`config.mk`:
```
export PLATFORM = sky130hd
export DESIGN_NAME = serial_adder
export DESIGN_NICKNAME = d
export VERILOG_FILES = /design/src/rtl/serial_adder.sv
export SDC_FILE = /design/constraint.sdc
export NUM_CORES = 1
export LEC_CHECK = 0
export BUFFER_PORTS_ARGS = -buffer_cell sky130_fd_sc_hd__clkbuf_2
export CORE_MARGIN = 2
export CORE_UTILIZATION = 45
export CTS_BUF_LIST = sky130_fd_sc_hd__clkbuf_4 sky130_fd_sc_hd__clkbuf_8
export DETAILED_ROUTE_END_ITERATION = 6
export GPL_ROUTABILITY_DRIVEN = 0
export PLACE_DENSITY = 0.74
export SKIP_LAST_GASP = 1
export SLEW_MARGIN = 10
export SYNTH_ARGS = -nofsm -noshare
export SYNTH_HDL_FRONTEND = slang
export SYNTH_SLANG_ARGS = --single-unit
```
`constraint.sdc`:
```
create_clock -name clk -period 1.2 [get_ports clk]
set_input_delay 0.06 -clock clk [delete_from_list [all_inputs] [get_ports clk]]
set_output_delay 0.06 -clock clk [all_outputs]
set_load 0.005 [all_outputs]
```
`src/rtl/serial_adder.sv`:
```
// Bit-serial WIDTH-bit adder: one full adder is reused every clock, LSB first,
// with a carry flop closing the loop; reports {cout,sum} with a done pulse.

module full_adder (
    input  logic a,
    input  logic b,
    input  logic cin,
    output logic sum,
    output logic cout
);
    assign sum  = a ^ b ^ cin;
    assign cout = (a & b) | (cin & (a ^ b));
endmodule

module serial_adder #(
    parameter int WIDTH = 8
) (
    input  logic             clk,
    input  logic             rst,
    input  logic             start,
    input  logic [WIDTH-1:0] a,
    input  logic [WIDTH-1:0] b,
    input  logic             cin,
    output logic             busy,
    output logic             done,
    output logic [WIDTH-1:0] sum,
    output logic             cout
);
    localparam int CNT_W = $clog2(WIDTH);

    typedef enum logic [1:0] {
        IDLE  = 2'd0,
        SHIFT = 2'd1,
        DONE  = 2'd2
    } state_t;

    state_t           state, state_nx;
    logic [WIDTH-1:0] a_sh, b_sh;
    logic             carry;
    logic [CNT_W-1:0] cnt;
    logic             fa_sum, fa_cout;
    logic             load, last;

    full_adder u_fa (
        .a    (a_sh[0]),
        .b    (b_sh[0]),
        .cin  (carry),
        .sum  (fa_sum),
        .cout (fa_cout)
    );

    // start is only honoured outside SHIFT, so DONE can chain straight into a new op
    assign load = start && (state != SHIFT);
    assign last = (state == SHIFT) && (cnt == CNT_W'(WIDTH - 1));

    always_comb begin
        // NOTE: next-state gets a default before any branch so no latch is inferred.
        state_nx = state;
        unique case (state)
            IDLE:    if (load) state_nx = SHIFT;
            SHIFT:   if (last) state_nx = DONE;
            DONE:    state_nx = load ? SHIFT : IDLE;
            default: state_nx = IDLE;
        endcase
    end

    always_ff @(posedge clk or posedge rst) begin
        // NOTE: all state uses non-blocking assignments so every flop samples pre-edge values.
        if (rst) begin
            state <= IDLE;
            a_sh  <= '0;
            b_sh  <= '0;
            carry <= 1'b0;
            cnt   <= '0;
            sum   <= '0;
            cout  <= 1'b0;
        end else begin
            state <= state_nx;
            if (load) begin
                a_sh  <= a;
                b_sh  <= b;
                carry <= cin;
                cnt   <= '0;
                sum   <= '0;
                cout  <= 1'b0;
            end else if (state == SHIFT) begin
                sum   <= {fa_sum, sum[WIDTH-1:1]};
                a_sh  <= {1'b0, a_sh[WIDTH-1:1]};
                b_sh  <= {1'b0, b_sh[WIDTH-1:1]};
                carry <= fa_cout;
                cnt   <= cnt + 1'b1;
                if (last) cout <= fa_cout;
            end
        end
    end

    assign busy = (state == SHIFT);
    assign done = (state == DONE);
endmodule

```
# --- Word-level counts from Yosys, hierarchy flattened ---
# Cells that the tools add are included.
# W data, S select, Z words.
word_totals:
  register_bits: 31
  latch_bits: 0
  mem_bits_rw: 0
  rom_bits: 0
  input_bits: 20
  word_cells: 43
  mem_count: 0
op_classes:
  n_addsub: 1
  mul: 0
  div_mod_pow: 0
  order_cmp: 0
  eq_ne: 6
  shift: 0
  n_mux: 17
  bitwise: 5
  n_reduce_logical: 7
op_table:
  columns: ["operator", "n"]
  rows:
  - ["$mux W8", 6]
  - ["$mux W1", 6]
  - ["$mux W3", 2]
  - ["$pmux W2 S3", 1]
  - ["$mux W2", 2]
  - ["$ne A2 B1 Y1 const B", 2]
  - ["$reduce_and A2 Y1", 2]
  - ["$reduce_bool A2 Y1", 2]
  - ["$add A3 B1 Y3 const B", 1]
  - ["$eq A3 B3 Y1 const B", 1]
  - ["$and A1 B1 Y1", 2]
  - ["$eq A2 B1 Y1 const B", 1]
  - ["$eq A2 B2 Y1 const B", 1]
  - ["$logic_and A1 B1 Y1", 2]
  - ["$logic_not A2 Y1", 1]
  - ["$ne A2 B2 Y1 const B", 1]
  - ["$xor A1 B1 Y1", 2]
  - ["$or A1 B1 Y1", 1]

# --- Depth between registers and ports, before layout ---
# Gate-level depths: netlist of run 1.
depth:
  ltp_word: 6
  depth_mapped: 5

# --- Cells and area by module ---
# Synthesis of run 1 repeated with hierarchy kept, for this count alone.
hier_totals:
  hier_cells: 106
  hier_area_um2: 1619.1
modules_own_cells:
  columns: ["module", "instances", "cells_per_inst", "area_each_um2"]
  rows:
  - ["serial_adder", 1, 105, 1599.0]
  - ["full_adder", 1, 1, 20.0]

# --- Worst setup path before layout of run 1 ---
# No wires, ideal clock.
synth_path:
  path_type: "flip-flop to flip-flop"
  start: "reg cnt[0]"
  end: "reg cout"
  setup_time_ps: 121
  arrival_time_ps: 1043
  required_time_ps: 1079
  path_slack_ps: 36
  path_stages_with_launch: 5
  cell_sequence: "dfrtp_1 ha_1 ha_1 mux2i_1 a22o_1"
synth_between:
  elab_chain_cells: 4
synth_lines:
  columns: ["item", "line", "rtl"]
  rows:
  - ["start, declared", "40", "logic [CNT_W-1:0] cnt;"]
  - ["start signal, assigned", "91", "cnt <= cnt + 1'b1;"]
  - ["$eq A3 B3 Y1", "54", "assign last = (state == SHIFT) && (cnt == CNT_W'(WIDTH - 1));"]
  - ["$logic_and A1 B1 Y1", "54", null]
  - ["$reduce_bool A2 Y1 (no line)", null, null]
  - ["$reduce_and A2 Y1 (no line)", null, null]
  - ["end signal, assigned", "92", "if (last) cout <= fa_cout;"]
  - ["end, declared", "27", "output logic cout"]
# No other way between the ends.
# A chain may end at the register's enable or synchronous reset.

# --- Worst setup path after layout of run 1 ---
# Same ends and word-level chain as after synthesis.

==> impl_metrics.json, run 1 <==
{
  "tightest_slew_ps": 390.5,
  "drtIter0Drc": 74,
  "cts.sinks": 31,
  "die_y_um": 60.47,
  "path_buf_inv": 0,
  "fin_cells": 223,
  "clock-root-buffer": "clkbuf_4",
  "area_growth_pct": 24.15,
  "min_to": "b_sh[2]$_DFFE_PP0P_",
  "slowest_stage": "dfrtp_1",
  "finalSetupViolCount": 1,
  "yosysTopAreaCellShare_pct": 54.05,
  "drive_above_1_share_pct": 31.28,
  "arrival_ps": 1430,
  "tns_ps": -13.30,
  "top_level_ports": 31,
  "cts_tree": "built",
  "hold_viol": 0,
  "overflow": 0,
  "rows": 20,
  "start_util_pct": 47.01,
  "yosysTopAreaCell": "dfrtp_1",
  "fin_skew_ps": 4.563,
  "grt_max_degree": 32,
  "nets": 203,
  "reg2reg_to": "cout$_DFFE_PP0P_",
  "failed_checks": "negative setup slack",
  "htree_levels": 2,
  "grtUsageTotal_pct": 18.12,
  "crit_fanout": 2,
  "synth_fp_nets": 159,
  "clock_path_buffers": 2,
  "fin_total_pwr_uw": 3957,
  "path_class": "reg -> reg",
  "mostFrequentLayoutCells": "nand2_1, dfrtp_1, clkbuf_2",
  "synth_cell_types": 26,
  "top_layer": "met4",
  "wl_met3_um": 155,
  "critPathRequiredTime_ps": 1420,
  "layout_setup_ws_ps": -13.30,
  "min_from": "b[2]",
  "syn_inst": 136,
  "reg2reg_slack_ps": -10,
  "netlist_area_um2": 1435,
  "dr.pass1.iters": 4,
  "port_buffers": 30,
  "grt_antenna_before_repair": 0,
  "grt_pass1_wl_mm": 4.740,
  "routed_wl_mm": 2.786,
  "place_inst": 207,
  "peakVddDrop_mv": 1.119,
  "dieArea_um2": 3657,
  "cpLargestDelayFamily": "adder cells",
  "maxCapViolations": 0,
  "postSynthAreaPerCell_um2": 10.55,
  "avgViaCountPerCell": 4.861,
  "cts_inserted_buffers": 5,
  "multi_input_area_um2": 566.8,
  "relSlewSlack_pct": 73.97,
  "status": "finished with violations",
  "ys_ff_latch": 31,
  "power_density_nw_per_um2": 2221,
  "rsz0062_at_grt": "true",
  "r2r_cells": 4,
  "register_area_um2": 775.7,
  "pre_cts_ws_ps": 3.762,
  "slew_viol_final": 0,
  "wire_per_inst_um": 12.49,
  "path_clk_slew_ps": 90,
  "startpoint_type": "register",
  "grt_pass1_vias": 1118,
  "layout_commonest_cell": "nand2_1",
  "fin_crit_ps": 1213,
  "fillers": 290,
  "path_cells": "ha_1, ha_2, mux2i_1, a22o_1",
  "route.detailed.drc": 0,
  "core_area_um2": 3053,
  "drt-met1-wl_mm": 1.150,
  "hold_depth": 3,
  "worstReg2RegStart": "cnt[0]$_DFFE_PP0P_",
  "fin_crit_sh_pct": 101.1,
  "end_kind": "register",
  "worstSkewPairLatency_ps": 330,
  "ys_seq_area_share_pct": 54.05,
  "die_x_um": 60.47,
  "antenna_cells": 0,
  "crit_path_max_incr_delay_ps": 390,
  "hold_path_class": "in -> reg",
  "dp_hpwl_mm": 1.736,
  "ys.warnings.count": 0,
  "p_leak_uw": 0.0008995,
  "synthTopCellsByArea": "dfrtp_1, mux2i_1, nand2_1",
  "num_vias": 1084,
  "route.met2.wl_mm": 1.420,
  "ant_nets": 0,
  "timing.fmax_mhz": 824.2
}
per-stage QoR:
step                instance area (µm²)  util, %  hold slack (ps)
floorplan                          1435        -            163.5
global placement                   1634    53.52            130.7
detailed placement                 1634    53.52            139.3
CTS                                1804    59.10            12.23
global route                       1782    58.36            19.61
finish                             1782    58.36            18.41
sequential cells by signal (all words and copies together) (netlist names):
signal,count
sum,8
b_sh,8
carry,1
state,2
cout,1
a_sh,8
cnt,3
logic make-up after synthesis:
group           count (synthesis)  share of synthesized area, %
simple gates                   41                         12.29
flops                          31                         54.05
compound gates                 29                         11.86
mux                            17                         11.86
buf+inv                        15                         6.800
fa+ha+maj                       3                         3.138
report_power, final:
part	leakage, µW	internal, µW	switching, µW
sequential	0.000400	1480	265
combinational	0.000472	784	873
clock	0.0000276	230	321
total	0.000900	2500	1460
synth_stat cells (all sizes together):
library cell / instances
dfrtp: 31
and2: 1
ha: 2
mux2i: 17
nor2: 3
clkbuf: 1
inv: 7
a22o: 1
nor2b: 1
buf: 7
a21oi: 1
nand3: 2
o22ai: 1
o21ai: 25
o211a: 1
nand2b: 1
nand2: 33
fa: 1
how the worst max path moves through the flow:
stage,start,depth (start not counted),endpoint,slack (ps)
global placement,cnt[0]$_DFFE_PP0P_,4,cout$_DFFE_PP0P_,30
finish,cnt[0]$_DFFE_PP0P_,4,cout$_DFFE_PP0P_,-10
floorplan,cnt[0]$_DFFE_PP0P_,4,cout$_DFFE_PP0P_,40
global route,cnt[0]$_DFFE_PP0P_,4,cout$_DFFE_PP0P_,-70
CTS,state[0]$_DFFE_PP0P_,6,cnt[1]$_DFFE_PP0P_,-20
detailed placement,cnt[0]$_DFFE_PP0P_,4,cout$_DFFE_PP0P_,4
layout make-up:
type	instances	area share [%]
sequential	31	43.54
multi-input combinational	90	31.81
timing repair buffer	45	17.28
clock buffer	6	2.528
tap	44	3.090
inverter	7	1.756
repair_timing:
item,4_1_cts,5_1_grt
setup buffers,5,0
setup endpoints to repair,2,24
hold buffers,5,0
resized for setup,2,11
gates cloned,1,0
hold endpoints to repair,35,0
metal layers:
metal  track usage (%)  vias up
met3             6.823        8
met2             30.75       31
met1             20.68      508
met4             7.453        0
li1                  -      537
met5                 0        -
tightest hold or removal path: cells and delay by family:
family          cells  cell delay [ps]
mux                 1               70
buf+inv             1               80
compound gates      1              110
No activity file was read; power rests on OpenSTA's default activity.
==> inputs of run 2 (changes only) <==
--- a/config.mk
+++ b/config.mk
@@ -6,7 +6,7 @@
 export NUM_CORES = 1
 export LEC_CHECK = 0
 export BUFFER_PORTS_ARGS = -buffer_cell sky130_fd_sc_hd__clkbuf_2
-export CORE_MARGIN = 2
+export CORE_MARGIN = 1
 export CORE_UTILIZATION = 45
 export CTS_BUF_LIST = sky130_fd_sc_hd__clkbuf_4 sky130_fd_sc_hd__clkbuf_8
 export DETAILED_ROUTE_END_ITERATION = 6
==> run 2 against run 1 <==
The run still ends with negative setup slack left. Sequential power about the same. Clock power increased by 56%. Wire length increased by 4.3%. Die area decreased by 6.5%. Largest power group is now combinational logic.
==> impl_metrics.json, run 2 (synthesis gave the netlist of run 1 again) <==
{
  "dieArea_um2": 3419,
  "cts_inserted_buffers": 5,
  "relSlewSlack_pct": 74.35,
  "die_y_um": 58.47,
  "r2r_cells": 6,
  "area_growth_pct": 32.00,
  "startpoint_type": "register",
  "hold_path_class": "in -> reg",
  "grt_max_degree": 32,
  "rows": 20,
  "layout_setup_ws_ps": -25.42,
  "reg2reg_slack_ps": -30,
  "critPathRequiredTime_ps": 1440,
  "grtUsageTotal_pct": 19.68,
  "nets": 208,
  "mostFrequentLayoutCells": "nand2_1, dfrtp_1, clkbuf_2",
  "routed_wl_mm": 2.906,
  "cts_tree": "built",
  "path_class": "reg -> reg",
  "finalSetupViolCount": 5,
  "maxCapViolations": 0,
  "layout_top_registers": "a_sh: 8 flops, b_sh: 8 flops, sum: 8 flops",
  "hold_depth": 3,
  "fin_total_pwr_uw": 4569,
  "final_area_um2": 1894,
  "port_buffers": 30,
  "fin_crit_sh_pct": 102.1,
  "clock-root-buffer": "clkbuf_4",
  "dp_hpwl_mm": 1.853,
  "worstSkewPairLatency_ps": 340,
  "start_util_pct": 47.40,
  "grt_pass1_wl_mm": 4.823,
  "tightest_slew_ps": 384.7,
  "slew_viol_final": 0,
  "path_cells": "nand2b_4, inv_6, buf_4, bufbuf_16, nand2_1, o21ai_2",
  "cts.sinks": 31,
  "ant_nets": 0,
  "timing.fmax_mhz": 816.0,
  "failed_checks": "negative setup slack",
  "end_kind": "register",
  "drive_above_1_share_pct": 35.48,
  "arrival_ps": 1460,
  "wire_per_inst_um": 12.63,
  "overflow": 0,
  "peakVddDrop_mv": 1.020,
  "route.detailed.drc": 0,
  "avgViaCountPerCell": 4.783,
  "final_core_util_pct": 62.56,
  "rsz0062_at_grt": "true",
  "top_level_ports": 31,
  "min_to": "b_sh[3]$_DFFE_PP0P_",
  "place_area_um2": 1637,
  "startpoint": "state[0]$_DFFE_PP0P_",
  "power_density_nw_per_um2": 2412,
  "hold_viol": 0,
  "drtIter0Drc": 56,
  "path_clk_slew_ps": 100,
  "dr.pass1.iters": 4,
  "slowest_stage": "dfrtp_1",
  "clock_path_buffers": 2,
  "place_inst": 209,
  "htree_levels": 2,
  "reg2reg_to": "b_sh[2]$_DFFE_PP0P_",
  "grt_antenna_before_repair": 0,
  "crit_path_max_incr_delay_ps": 430,
  "fin_skew_ps": 8.026,
  "min_from": "b[3]",
  "crit_fanout": 10,
  "fin_cells": 230,
  "num_vias": 1100,
  "worstReg2RegStart": "state[0]$_DFFE_PP0P_",
  "core_area_um2": 3028,
  "status": "finished with violations",
  "fin_hold_ws_ps": 3.150,
  "fin_crit_ps": 1225,
  "p_leak_uw": 0.0009555,
  "die_x_um": 58.47,
  "grt_pass1_vias": 1061,
  "antenna_cells": 0
}
[run 2: layer usage]
layer  wire length [µm]  share of wire [%]  global-route usage (%)
met1               1240                 43                   22.97
met2               1491                 51                   33.83
met3                119                4.1                   6.813
met4                 55                1.9                   6.803
met5                  0                  0                       0
[run 2: worst max-delay path by stage]
stage          cells after the start                  end
6_report                           6  b_sh[2]$_DFFE_PP0P_
5_1_grt                            6  b_sh[4]$_DFFE_PP0P_
4_1_cts                            6  b_sh[3]$_DFFE_PP0P_
3_5_place_dp                       4     cout$_DFFE_PP0P_
3_3_place_gp                       4     cout$_DFFE_PP0P_
2_1_floorplan                      4     cout$_DFFE_PP0P_
[run 2: area by class of cell]
| type | count | area (µm²) |
|---|---|---|
| Fill cell | 245 | 1134 |
| Sequential cell | 31 | 775.7 |
| Multi-Input combinational cell | 90 | 595.6 |
| Timing Repair Buffer | 50 | 350.3 |
| Tap cell | 44 | 55.05 |
| Clock buffer | 6 | 51.30 |
| Clock inverter | 2 | 35.03 |
| Inverter | 7 | 31.28 |
[run 2: through the flow]
| step | TNS [ps] | setup slack [ps] |
|---|---|---|
| final | -87.66 | -25.42 |
| after global routing | -805.5 | -71.93 |
| after CTS | -41.01 | -17.98 |
| after detailed placement | -74.56 | -74.53 |
| after global placement | 0 | 35.05 |
| after floorplan | 0 | 35.88 |
[run 2: where the power goes]
part,switching (µW),internal (µW),total [µW]
sequential,297,1480,1780
combinational,926,1000,1930
clock,368,492,860
[run 2: worst max-delay path, delay by kind of cell, from the launching register on]
kind                   cells  cell delay [ps]
flip-flops                 1              430
buffers and inverters      3              450
AND/OR/NAND/NOR            2              180
AO/OA/AOI/OAI              1               50
[run 2: what timing repair did]
action                                 4_1_cts  5_1_grt
pin swaps                                    0        4
resized for setup                            4       12
hold buffers                                 5        0
setup endpoints to repair                    3       26
endpoints found under the hold margin       35        0
gates cloned                                 1        0
buffers inserted                             5        2
==> inputs of run 3 (changes only) <==
--- a/config.mk
+++ b/config.mk
@@ -11,9 +11,8 @@
 export CTS_BUF_LIST = sky130_fd_sc_hd__clkbuf_4 sky130_fd_sc_hd__clkbuf_8
 export DETAILED_ROUTE_END_ITERATION = 6
 export GPL_ROUTABILITY_DRIVEN = 0
-export PLACE_DENSITY = 0.74
+export PLACE_DENSITY = 0.71
 export SKIP_LAST_GASP = 1
-export SLEW_MARGIN = 10
 export SYNTH_ARGS = -nofsm -noshare
 export SYNTH_HDL_FRONTEND = slang
 export SYNTH_SLANG_ARGS = --single-unit
==> constraint.sdc (replaced) <==
create_clock -name clk -period 1.5 [get_ports clk]
set_input_delay 0.075 -clock clk [delete_from_list [all_inputs] [get_ports clk]]
set_output_delay 0.075 -clock clk [all_outputs]
set_load 0.005 [all_outputs]
==> run 3 against run 2 <==
The flow now finishes without violations. Flip-flop and latch count unchanged. Die area unchanged. Worst hold slack improved by 8.8 ps. Final cell count decreased by 7.4%. Global-route usage decreased by 3.2 points. Critical path type is now reg -> out.
==> impl_metrics.json, run 3 (synthesis gave the netlist of run 1 again) <==
{
  "status": "finished clean",
  "place_inst": 206,
  "cts.sinks": 31,
  "startpoint_type": "register",
  "grt_pass1_vias": 1007,
  "nets": 193,
  "rows": 20,
  "fillers": 287,
  "finalSetupViolCount": 0,
  "layout_commonest_cell": "nand2_1",
  "cts_post_setup_buffers_inserted": 0,
  "maxCapViolations": 0,
  "routed_wl_mm": 2.382,
  "peakVddDrop_mv": 0.7427,
  "grt_max_degree": 35,
  "drive_above_1_share_pct": 28.40,
  "die_y_um": 58.47,
  "pre_cts_ws_ps": 238.8,
  "ant_nets": 0,
  "dp_hpwl_mm": 1.698,
  "tightest_slew_ps": 384.6,
  "path_clk_slew_ps": 90,
  "fin_total_pwr_uw": 2881,
  "route.detailed.drc": 0,
  "grtUsageTotal_pct": 16.52,
  "layout_top_registers": "a_sh: 8 flops, b_sh: 8 flops, sum: 8 flops",
  "die_x_um": 58.47,
  "hold_path_class": "in -> reg",
  "p_leak_uw": 0.0008489,
  "avgViaCountPerCell": 4.638,
  "cts_inserted_buffers": 5,
  "clock_path_buffers": 2,
  "grt_antenna_before_repair": 0,
  "rsz0062_at_grt": "false",
  "antenna_cells": 0,
  "fin_cells": 213,
  "area_growth_pct": 16.30,
  "relSlewSlack_pct": 74.36,
  "critPathRequiredTime_ps": 1420,
  "port_buffers": 30,
  "fin_crit_ps": 1367,
  "mostFrequentLayoutCells": "nand2_1, dfrtp_1, clkbuf_2",
  "num_vias": 988,
  "drtIter0Drc": 22,
  "tns_ps": 0,
  "multi_input_area_um2": 561.8,
  "grt_pass1_wl_mm": 4.222,
  "fin_crit_sh_pct": 91.12,
  "dr.pass1.iters": 4,
  "layout_setup_ws_ps": 133.3,
  "path_class": "reg -> out",
  "htree_levels": 2,
  "core_area_um2": 3028,
  "crit_fanout": 34,
  "worstSkewPairLatency_ps": 310,
  "fin_skew_ps": 4.541,
  "start_util_pct": 47.40,
  "top_level_ports": 31,
  "slew_viol_final": 0,
  "hold_viol": 0,
  "dieArea_um2": 3419,
  "clock-root-buffer": "clkbuf_4",
  "timing.fmax_mhz": 731.7,
  "register_area_um2": 775.7,
  "cts_resized": 0,
  "overflow": 0,
  "power_density_nw_per_um2": 1726,
  "cts_hold_buffers": 1,
  "cts_tree": "built",
  "wire_per_inst_um": 11.18,
  "arrival_ps": 1290,
  "end_kind": "output port"
}
-- run 3: per-stage QoR --
step	utilization [%]	hold slack, ps	cell area, µm²
3_3_place_gp	53.31	150.6	1614
5_1_grt	55.12	13.60	1669
4_1_cts	55.12	5.124	1669
6_report	55.12	11.91	1669
2_1_floorplan	-	178.5	1435
3_5_place_dp	53.31	151.5	1614
-- run 3: critical path: stages, from the launching register on --
cell      delay, ps
dfrtp_1         380
nand2b_4        180
inv_4           240
clkbuf_2        170
-- run 3: power breakdown --
| part | internal (µW) | switching (µW) | total, µW | leakage (µW) |
|---|---|---|---|---|
| combinational | 456 | 595 | 1050 | 0.000421 |
| sequential | 1190 | 212 | 1400 | 0.000400 |
| clock | 184 | 246 | 430 | 0.0000276 |
| total | 1830 | 1050 | 2880 | 0.000849 |
-- run 3: layout make-up --
cell class	instances	area share (%)
Sequential cell	31	46.48
Multi-Input combinational cell	90	33.66
Timing Repair Buffer	35	12.14
Tap cell	44	3.298
Clock buffer	6	2.699
Inverter	7	1.724
-- run 3: final timing paths --
| kind | slack, ps | cells past startpoint | endpoint | startpoint |
|---|---|---|---|---|
| worst max register to register | 210 | 4 | cout$_DFFE_PP0P_ | cnt[0]$_DFFE_PP0P_ |
| worst min register to register | 490 | 2 | a_sh[4]$_DFFE_PP0P_ | a_sh[5]$_DFFE_PP0P_ |
| max in group asynchronous | 860 | 4 | sum[3]$_DFFE_PP0P_ | rst |
| worst max-delay path | 130 | 3 | busy | state[1]$_DFFE_PP0P_ |
| min in group asynchronous | 360 | 4 | b_sh[7]$_DFFE_PP0P_ | rst |
| worst min-delay path | 10 | 3 | a_sh[7]$_DFFE_PP0P_ | a[7] |
-- run 3: routing by layer --
layer	global-route usage (%)	vias up	part of all wire (%)
li1	-	519	-
met1	19.22	447	47
met2	29.06	20	48
met3	4.615	2	3.8
met4	6.122	0	0.80
met5	0	-	0
